`src/rtl/reg_scoreboard.sv`:
```
// rtl/reg_scoreboard.sv - in-flight destination register scoreboard driving stall and forward hints
// Optional stall-cycle counter output enabled by defining REG_SCOREBOARD_STATS_EN.
module reg_scoreboard #(
  parameter int NREG         = 32,
  parameter int AGE_W        = 2,
  parameter int ALU_FWD_AGE  = 1,
  parameter int LOAD_FWD_AGE = 2
) (
  input  logic        clk,
  input  logic        rst,
  input  logic        issue_valid,
  input  logic        issue_regwrite,
  input  logic        issue_is_load,
  input  logic [4:0]  issue_rd,
  input  logic [4:0]  rs1,
  input  logic [4:0]  rt1,
  input  logic        wb_valid,
  input  logic [4:0]  wb_rd,
  input  logic        flush,
  output logic        stall,
  output logic        pending_rs,
  output logic        pending_rt,
`ifdef REG_SCOREBOARD_STATS_EN
  output logic [31:0] stall_cycles,
`endif
  output logic [5:0]  pending_count
);

  logic [NREG-1:0]  pend_q, pend_d;
  logic [NREG-1:0]  load_q, load_d;
  logic [AGE_W-1:0] age_q [NREG];
  logic [AGE_W-1:0] age_d [NREG];
  logic [5:0]       count_q, count_d;
  logic [NREG-1:0]  fwd_ok;
  logic             hazard_rs, hazard_rt, eff_issue;

  always_comb begin
    fwd_ok = '0;
    for (int r = 0; r < NREG; r++) begin
      fwd_ok[r] = load_q[r] ? (int'(age_q[r]) >= LOAD_FWD_AGE)
                            : (int'(age_q[r]) >= ALU_FWD_AGE);
    end
  end

  always_comb begin
    hazard_rs  = (rs1 != 5'd0) && pend_q[rs1] && !fwd_ok[rs1];
    hazard_rt  = (rt1 != 5'd0) && pend_q[rt1] && !fwd_ok[rt1];
    stall      = hazard_rs | hazard_rt;
    pending_rs = (rs1 != 5'd0) && pend_q[rs1] && fwd_ok[rs1];
    pending_rt = (rt1 != 5'd0) && pend_q[rt1] && fwd_ok[rt1];
    eff_issue  = issue_valid && issue_regwrite && !stall && !flush && (issue_rd != 5'd0);
  end

  // Later updates override earlier ones: age, then WB clear, then issue, then flush.
  always_comb begin
    pend_d = pend_q;
    load_d = load_q;
    age_d  = age_q;
    for (int r = 0; r < NREG; r++) begin
      if (pend_q[r] && (age_q[r] != {AGE_W{1'b1}})) begin
        age_d[r] = age_q[r] + 1'b1;
      end
    end
    if (wb_valid && (wb_rd != 5'd0)) begin
      pend_d[wb_rd] = 1'b0;
    end
    if (eff_issue) begin
      pend_d[issue_rd] = 1'b1;
      load_d[issue_rd] = issue_is_load;
      age_d[issue_rd]  = '0;
    end
    if (flush) begin
      pend_d = '0;
    end
    pend_d[0] = 1'b0;
  end

  always_comb begin
    count_d = '0;
    for (int r = 0; r < NREG; r++) begin
      count_d = count_d + 6'(pend_d[r]);
    end
  end

  always_ff @(posedge clk or posedge rst) begin
    if (rst) begin
      pend_q  <= '0;
      load_q  <= '0;
      count_q <= '0;
      for (int r = 0; r < NREG; r++) begin
        age_q[r] <= '0;
      end
    end else begin
      pend_q  <= pend_d;
      load_q  <= load_d;
      count_q <= count_d;
      age_q   <= age_d;
    end
  end

  assign pending_count = count_q;

`ifdef REG_SCOREBOARD_STATS_EN
  logic [31:0] stall_cycles_q, stall_cycles_d;

  always_comb begin
    stall_cycles_d = stall_cycles_q;
    if (stall) begin
      stall_cycles_d = stall_cycles_q + 32'd1;
    end
  end

  always_ff @(posedge clk or posedge rst) begin
    if (rst) begin
      stall_cycles_q <= '0;
    end else begin
      stall_cycles_q <= stall_cycles_d;
    end
  end

  assign stall_cycles = stall_cycles_q;
`endif

endmodule

```
`config.mk`:
```
export PLATFORM = sky130hd
export DESIGN_NAME = reg_scoreboard
export DESIGN_NICKNAME = d
export VERILOG_FILES = /design/src/rtl/reg_scoreboard.sv
export SDC_FILE = /design/constraint.sdc
export NUM_CORES = 1
export LEC_CHECK = 0
export CORE_AREA = 8 8 164 119
export CTS_BUF_LIST = sky130_fd_sc_hd__clkbuf_8 sky130_fd_sc_hd__clkbuf_16
export DETAILED_ROUTE_END_ITERATION = 6
export DIE_AREA = 0 0 172 127
export DONT_BUFFER_PORTS = 1
export MAX_ROUTING_LAYER = met4
export PLACE_DENSITY = 0.73
export SLEW_MARGIN = 20
export SYNTH_ARGS = -nofsm -noshare
export SYNTH_HDL_FRONTEND = slang
export SYNTH_SLANG_ARGS = --single-unit
```
`constraint.sdc`:
```
create_clock -name clk -period 8.81 [get_ports clk]
set_input_delay 1.3215 -clock clk [delete_from_list [all_inputs] [get_ports clk]]
set_output_delay 1.3215 -clock clk [all_outputs]
set_load 0.005 [all_outputs]
```
==> impl_results.md <==
* Status: completed
* H-tree Lvls at 4
* Post-DP HPWL at 20.6 mm
* Number of global-route vias before repair at 7200
* Synthesized flop and latch total at 133
* Worst skew pair latency at roughly 0.43 ns
* Via density at 6.20
* Initial antenna violation count at 0
* Max-slew headroom at about two fifths
* VDD IR max at 100 uV
* Top post-synthesis cells by count: dfrtp_1, ha_1, inv_1, nor2_1, a21oi_1
* DRC violations left at 0
* Initial Utilization at 57.0%
* Worst slew pin tran at between 0.9 and 1 ns
* Die area at 21800 um2
* Skew final at 0.00899 ns
* Cts repair resizes at 0
* Via Count at about 7500
* Crit path DAT at 8.21 ns
* # diodes at 0
* Share of the synthesized area in the top cell type at 34.5%
* Clock slew at reported path FFs at 0.06 ns
* Root Driver: clkbuf_16
* Initial drt markers at 783
* Total routing usage reported by global routing at 26.5%
* WL/cell at 22.5 um
* Final-stage net count at 1112
* Final GP Congestion at 0.962
* Post-Route M1 WL at roughly 12 mm
* YS warnings at 0
* Synth Area per Inst at between 9 and 10 um2
* Pint at 1220 uW
* First drt pass iteration count at 6
* Switching Share at between 30 and 40%
* P per Cell Area at 168 nW/um2
* Setup bufs post-CTS at 0
* Die W at roughly 170 um
* Crit path kind: in -> reg
* Path category of the worst min-delay check: reg -> reg
* Slowest cell on crit path: a2bb2oi_4
* Chip height at roughly 130 um
* Post-synth ARST share at 100%
* Leak at 0.00487 uW
* Max-slew violations at 0
* CTS Buf Count at 17
* Unrepaired setup endpoints after global routing: no
* Clk pwr share at 39.5%
* Crit path top cell by count: fa_1
* Clock buffer depth at 2
* Core footprint at 16900 um2
* CP required at 9.16 ns
* Critical Path Start Type: primary input
* # hold bufs at CTS at 0
* CTS tree: done
* Cell taking the most area after synthesis: dfrtp_1
* Fraction of layout cells with a size suffix above 1 at between 10% and 20%
* I/O pin count at 36
* Final hold violation count at 0
* Metal3 WL at 3.31 mm
* Finished Cell Area at 10400 um2
* Ranking of synthesized cells by area: dfrtp_1, ha_1, fa_1
* Syn Std Cell Area at 9640 um2
* Yosys cell types at between 50 and 60
* Met2 wire len at around 11 mm
* Syn nets at 1129
* Buffers on Ports at 0
* Cells after synthesis at 979
* Share of power burned in registers at 42.4%
* Global-route wire length before repair at 42.4 mm
* FP Rows at 40
* Max Cap Violations at 0
* Seq/Total Area, Yosys at roughly 35%
* CP cell instances: mux4_2 -> mux4_2 -> mux2i_1 -> a2bb2oi_4 -> and4_1 -> o21bai_1 -> fa_1 -> inv_1 -> fa_1 -> inv_1 -> fa_1 -> fa_1 -> fa_1 -> inv_1 -> fa_1 -> fa_1 -> fa_1 -> a21o_1 -> a21oi_1 -> xnor2_1
* Endpoint type of the worst setup path: flop
* TritonCTS Sinks at 133
* Post-synth EDFFs at 0
* Final WL at about 27 mm
* Final period util at 89.2%
* Critical Path Fanout Max at 23
* Layout area overhead at 8.23%
* Crit path time final at 7.86 ns
* DR top layer: met4
* CP max stage delay at 0.54 ns
* Most used DFF post-synth: dfrtp_1
* Setup tns final at 0 ns
* Largest net degree at the start of global routing at 76
* NetSw at 539 uW
* Area after DPL at 9830 um2
* Antenna viol nets, final at 0
* Most frequent cell after synthesis: dfrtp_1
* Comb power frac at 18.0%
* Grt ovf at 0
* F_max at 127 MHz
* Finish-stage setup viols at 0
-- placed cells by master, fill, tap and decap left out, types with 10 or more instances in the layout --
| master | netlist | layout |
|---|---|---|
| nor3_1 | 17 | 17 |
| nand2b_1 | 21 | 21 |
| a31oi_1 | 42 | 42 |
| o21ai_0 | 32 | 32 |
| a211oi_1 | 13 | 13 |
| fa_1 | 23 | 23 |
| and3_1 | 10 | 10 |
| inv_1 | 88 | 88 |
| ha_1 | 100 | 100 |
| xnor2_1 | 30 | 30 |
| dfrtp_1 | 133 | 133 |
| clkbuf_16 | 0 | 17 |
| mux2_2 | 35 | 35 |
| mux4_2 | 18 | 18 |
| a21oi_1 | 69 | 69 |
| buf_4 | 1 | 12 |
| nand3_1 | 31 | 31 |
| mux2i_1 | 16 | 16 |
| nor2_1 | 72 | 72 |
| a21o_1 | 21 | 21 |
| nand2_1 | 17 | 17 |
| nor2b_1 | 49 | 48 |
-- worst max-delay path, delay by kind of cell --
kind | cells | cell delay, ns
adders and majority gates | 8 | 3.89
muxes | 3 | 1.26
AOI/OAI and AO/OA | 4 | 1.02
and+or+nand+nor | 1 | 0.41
buffers and inverters | 3 | 0.15
xor gates and xnor gates | 1 | 0.13
-- cells by family after synthesis --
kind of cell / after synthesis / synth area share (%)
xor+xnor: 31 / 2.82
fa+ha+maj: 123 / 17.8
flops: 133 / 34.5
compound gates: 222 / 14.7
mux: 69 / 9.95
buf+inv: 137 / 5.57
simple gates: 264 / 14.7
-- sequential cells by signal (all words and copies together) (netlist names) --
name           count
age_q             64
load_q            32
pend_q            31
pending_count      6
-- area by class of cell --
type,count,area [um2]
clock buffers,18,439
clock inverters,14,128
fillers,1433,6480
inverters,88,335
multi-input cells,709,5800
flip-flops and latches,133,3330
well taps,231,289
repair buffers,13,118
-- metrics by stage --
step / util, % / total power (uW) / setup WS (ns) / hold slack [ns] / std cells
after detailed placement: 58.1 / 1070 / 0.616 / 0.368 / 1173
after global routing: 61.7 / 1840 / 0.776 / 0.391 / 1206
after CTS: 61.5 / 1760 / 1.05 / 0.381 / 1205
after floorplan: - / 992 / 0.889 / 0.429 / 979
after global placement: 58.1 / 1050 / 0.807 / 0.367 / 1173
final: 61.7 / 1750 / 0.948 / 0.377 / 1206
-- per-layer routing --
metal  track usage, %  vias up
li1                 -     3408
met1             36.7     3654
met2             35.2      366
met3             9.88       51
met4             8.44        0
met5                -        -
-- worst paths after layout --
check | start | to | slack (ns) | cells after the start
max in group asynchronous | rst | pending_count[4] | 6.97 | 3
setup reg to reg | age_q[2] | pending_count[4] | 1.14 | 24
hold reg to reg | load_q[0] | load_q[0] | 0.38 | 0
min in group asynchronous | rst | age_q[63] | 0.81 | 1
setup / recovery | rs1[0] | pending_count[4] | 0.95 | 20
hold / removal | load_q[0] | load_q[0] | 0.38 | 0
-- power groups by stage --
stage	Combinational (uW)	Clock, uW	Sequential [uW]
after floorplan	255	0	738
after global placement	296	0	752
after detailed placement	311	0	755
after CTS	314	699	744
after global routing	363	725	755
final	317	693	745
(Power assumes the default switching activity.)
==> RTL edit 1, RTL diff (config.mk and constraints unchanged) <==
Change the parameter `NREG` from 32 to 64.
--- a/src/rtl/reg_scoreboard.sv
+++ b/src/rtl/reg_scoreboard.sv
@@ -3,3 +3,3 @@
 module reg_scoreboard #(
-  parameter int NREG         = 32,
+  parameter int NREG         = 64,
   parameter int AGE_W        = 2,
Function: not settled (the Yosys comparison gave no result); the edit may change what the design does.
==> RTL edit 1 against the unedited design <==
- cell count increased by 12%
- critical path type unchanged
- sequential cell count up 32
- combinational power rose by 20%
- wire length grew 5.6%
- worst hold slack worse by 1.6 ps
- area after synthesis grew 20%
- cell area up 20%
- global-route usage is 1.8 points higher
- power grew 17%
- via count increased by 8.6%
- clock power rose by 14%
- setup slack worse by 380 ps
==> RTL edit 1: results (changes against the unedited design) <==
* Hpwl dp at 21.1 mm (+2.7%)
* Slowest CP cell: fa_1
* Share of layout cells above drive strength 1 at 11.6% (+0.18 points)
* CTS tree: built
* Total GRT Usage at 28.3% (+1.8 points)
* Peak VDD IR at 0.000117 V (+17%)
* Post-synth top cells: dfrtp_1, inv_1, ha_1, nor2_1
* Critical Path Sink: pending_count[5]
* Seq/Total Area, Yosys at 35.7% (+1.1 points)
* Internal at 1.46 mW (+20%)
* Crit-path max cell delay at 580 ps (+40 ps)
* Layout filler cell count at 1249 (-13%)
* Initial antenna violation count at 1 (+1)
* Routed wire length at 28.7 mm (+5.6%)
* R2R setup slack at 700 ps (-440 ps)
* HP Class: reg2reg
* Post-synthesis cell type count at 60 (+3.4%)
* Worst reg2reg path depth at 29 (+21%)
* Tightest Pin Transition at 960 ps (+43.9 ps)
* DR iter-0 viols at 798 (+1.9%)
* Largest net degree at the start of global routing at 103 (+36%)
* FF-to-FF Start: age_q[102]
* Routability congestion estimate at 1.00 (+3.9%)
* Status: finished, final reports clean
* Critical Path Source: rt1[0]
* Crit-path max FO at 34 (+48%)
* Layout Skew at 9.91 ps (+0.920 ps)
* Hold Startpoint: age_q[126]
* Nets at 1297 (+17%)
* Static Leak at 6.42 nW (+32%)
## RTL edit 1: final cells by class
type | count | share of cell area [%]
clock buffer | 20 | 3.73
multi-input combinational | 764 | 53.8
sequential | 165 | 33.0
antenna | 1 | 0.0200
inverter | 137 | 4.15
clock inverter | 11 | 1.19
timing repair buffer | 27 | 1.82
tap | 231 | 2.31
## RTL edit 1: cells by family (layout without fill, tap and decap cells)
group / after synthesis / in the layout / share of synthesized area (%)
AOI/OAI and AO/OA: 187 / 187 / 10.1
xor gates and xnor gates: 35 / 35 / 2.65
adders and majority gates: 158 / 158 / 20.5
buffers and inverters: 181 / 195 / 6.25
DFF: 165 / 165 / 35.7
muxes: 72 / 72 / 8.89
other: 0 / 1 / 0
and+or+nand+nor: 312 / 312 / 16.0
## RTL edit 1: worst reg2reg max path, delay by kind of cell (launching register included)
kind                     cells  cell delay [ps]
flip-flops                   1              380
XOR/XNOR                     1              130
adder cells (fa/ha/maj)     10             4550
AND/OR/NAND/NOR              4              910
buffers and inverters        6              580
AO/OA/AOI/OAI                8             1510
## RTL edit 1: worst min path at each step
stage	end	slack, ps	depth (start not counted)
after floorplan	age_q[126]	420	1
after global placement	age_q[126]	360	0
after detailed placement	age_q[126]	360	0
after CTS	age_q[126]	380	0
after global routing	age_q[126]	400	0
final	age_q[126]	380	0
## RTL edit 1: power groups by stage
stage | Combinational, mW | Sequential, mW | Clock, mW
floorplan | 0.304 | 0.886 | 0
global placement | 0.360 | 0.899 | 0
detailed placement | 0.375 | 0.903 | 0
CTS | 0.380 | 0.889 | 0.797
global route | 0.437 | 0.899 | 0.822
finish | 0.381 | 0.889 | 0.790
## RTL edit 1: through the flow
stage | worst slack [ps] | power [mW] | instances | util (%) | area (um^2)
final | 571 | 2.06 | 1356 | 74.0 | 12500
after floorplan | 85.5 | 1.19 | 1110 | - | 11600
after detailed placement | 129 | 1.28 | 1324 | 70.3 | 11900
after CTS | 567 | 2.07 | 1355 | 74.0 | 12500
after global placement | 267 | 1.26 | 1324 | 70.3 | 11900
after global routing | 224 | 2.16 | 1356 | 74.0 | 12500
## RTL edit 1: layer usage
layer	global-route usage (%)	wire [um]	vias up
li1	-	-	3749
met1	40.1	12900	3927
met2	39.2	12200	386
met3	7.20	2750	59
met4	9.50	809	0
met5	-	0	-
==> RTL edit 2, RTL diff (same settings) <==
Made on the original files. The output `pending_count` loses its register stage (`count_q` becomes a continuous assignment).
--- a/src/rtl/reg_scoreboard.sv
+++ b/src/rtl/reg_scoreboard.sv
@@ -88,3 +88,2 @@
       load_q  <= '0;
-      count_q <= '0;
       for (int r = 0; r < NREG; r++) begin
@@ -95,3 +94,2 @@
       load_q  <= load_d;
-      count_q <= count_d;
       age_q   <= age_d;
@@ -99,2 +97,4 @@
   end
+
+  assign count_q = count_d;
 
Behaviour: not the same (a bounded check fails within 4 cycles, from zero or initial values and one cycle with rst high).
==> RTL edit 2 against the unedited design <==
- non-clock buffer count grew 30
- power rose by 2.2%
- synthesized cell count shrank 2.6%
- sequential cell count decreased by 6
- setup slack worse by 880 ps
- fmax shrank 10%
- highest routed layer unchanged
- count of clock-buffer cells in the layout grew 7
- largest power group is now the clock network
- cell area is 3.3% higher
- cell count is 1.3% higher
- area after synthesis is 1.2% lower
- utilization grew 2.0 points
- via count down 0.56%
- register-to-register slack better by 3900 ps
- wire length shrank 1.2%
==> RTL edit 2: results (changes against the unedited design) <==
* Post-synthesis cell type count at 51 (-12%)
* M1 GR Usage at 36.0% (-0.72 points)
* Htree depth at 4 (unchanged)
* Met2 Usage GRT at 34.4% (-0.76 points)
* Vias after detailed routing at 7437 (-0.56%)
* Share of layout cells above drive strength 1 at 16.2% (+4.8 points)
* Worst reg2reg path depth at 12 (-50%)
* Area contributors post-synth: dfrtp_1, ha_1, mux4_2, a21oi_1, fa_1
* Post-synth top cells: dfrtp_1, ha_1, a21oi_1, inv_1, nor2_1
* First-pass GRT wire length at 41.9 mm (-1.2%)
* DR pass1 iterations at 7 (+1)
* Initial antenna violation count at 0 (unchanged)
* Worst-path clk slew at 60 ps (about the same)
* WL met1 at 12.0 mm (+0.28%)
* Flop pwr share at 39.8% (-2.6 points)
* Post-synthesis net count at 1104 (-2.2%)
* Largest registers: age_q x64, load_q x32, pend_q x31
* Total GRT Usage at 26.0% (-0.43 points)
* Static Leak at 5.06 nW (+3.9%)
* Crit-path max FO at 20 (-13%)
* Worst EP arrival at 7420 ps (-790 ps)
* Vias in the first global route at 7317 (+1.6%)
* Avg WL per Cell at 22.0 um (-2.5%)
* Max-slew headroom at 26.3% (-12 points)
* Sw Ratio at 28.7% (-1.9 points)
* Clk buf depth at 2 (unchanged)
* Seq/Total Area, Yosys at 33.3% (-1.2 points)
* Largest net degree at the start of global routing at 68 (-11%)
* Hpwl dp at 19.6 mm (-4.7%)
* Peak VDD IR at 0.000102 V (+1.5%)
* Routed wl met3 at 3.43 mm (+3.6%)
* IO Port Bufs at 0 (unchanged)
* DR iter-0 viols at 769 (-1.8%)
* Skew-Pair Late Insertion Delay at 430 ps (about the same)
* TritonCTS buffer count at 17 (unchanged)
* Met3 Usage GRT at 10.2% (+0.31 points)
* Layout Skew at 10.8 ps (+1.85 ps)
* Routability congestion estimate at 0.992 (+3.1%)
* Placed cell area at 0.00992 mm^2 (+0.92%)
* Status: finished, final reports clean
* Met2 WL at 10.9 mm (-3.2%)
[RTL edit 2: cell types whose count changed in the layout (fill, tap and decap cells not counted), sizes merged, moves of 10 or more]
| cell | change |
|---|---|
| and3 | -10 |
| a211oi | -10 |
| a31oi | -32 |
| nor2 | -11 |
| a21oi | +28 |
| buf | +28 |
| and2 | +23 |
[RTL edit 2: metrics by stage]
| stage | power, mW | setup WS (ps) | instances | TNS (ps) |
|---|---|---|---|---|
| 5_1_grt | 1.89 | -121 | 1221 | -121 |
| 2_1_floorplan | 0.978 | 23.2 | 954 | 0 |
| 6_report | 1.79 | 71.8 | 1222 | 0 |
| 3_5_place_dp | 1.05 | -15.8 | 1179 | -15.8 |
| 3_3_place_gp | 1.04 | 101 | 1179 | 0 |
| 4_1_cts | 1.79 | 29.3 | 1211 | 0 |
[RTL edit 2: power by group through the flow]
stage,clock (mW),combinational (mW),sequential (mW)
2_1_floorplan,0,0.271,0.707
3_3_place_gp,0,0.320,0.719
3_5_place_dp,0,0.332,0.722
4_1_cts,0.741,0.337,0.713
5_1_grt,0.772,0.398,0.724
6_report,0.737,0.343,0.714
[RTL edit 2: worst max-delay path, stage by stage]
cell	delay [ps]
mux4_2	490
mux4_2	510
mux2_4	310
nand2_8	90
buf_12	140
nand3_1	110
a21o_1	220
fa_1	540
fa_1	440
fa_1	560
fa_1	440
fa_1	490
inv_1	50
fa_1	480
fa_2	450
inv_2	70
fa_2	190
inv_1	40
a21o_1	170
a21oi_2	120
xnor2_1	150
[RTL edit 2: path summary, 6_finish.rpt]
path	slack (ps)	from	endpoint
min	370	load_q[0]	load_q[0]
max in group asynchronous	6680	rst	age_q[32]
min reg2reg	370	load_q[0]	load_q[0]
min in group asynchronous	810	rst	age_q[8]
max	70	rs1[0]	pending_count[4]
max reg2reg	5060	age_q[34]	age_q[17]
[RTL edit 2: layout make-up]
cell class              count  area, um^2
well taps                 231         289
multi-input cells         692        5930
diodes                      1        2.50
repair buffers             43         395
clock buffers              25         536
fillers                  1395        6140
flip-flops and latches    127        3180
clock inverters             7        81.3
inverters                  96         365
[RTL edit 2: repair_timing]
| item | CTS | global route |
|---|---|---|
| pin swaps | 0 | 19 |
| gates cloned | 0 | 2 |
| gates resized for setup | 1 | 25 |
| endpoints found under the setup margin | 1 | 5 |
| buffers inserted | 0 | 8 |
[RTL edit 2: cell families (layout without fill, tap and decap cells)]
logic type / after synthesis / count (layout) / synth area share, %
AND/OR/NAND/NOR: 250 / 250 / 14.9
AO/OA/AOI/OAI: 204 / 204 / 13.1
buffers and inverters: 135 / 171 / 5.74
flip-flops: 127 / 127 / 33.3
adder cells (fa/ha/maj): 123 / 123 / 18.0
multiplexers: 81 / 81 / 11.9
XOR/XNOR: 34 / 34 / 3.12
other: 0 / 1 / 0
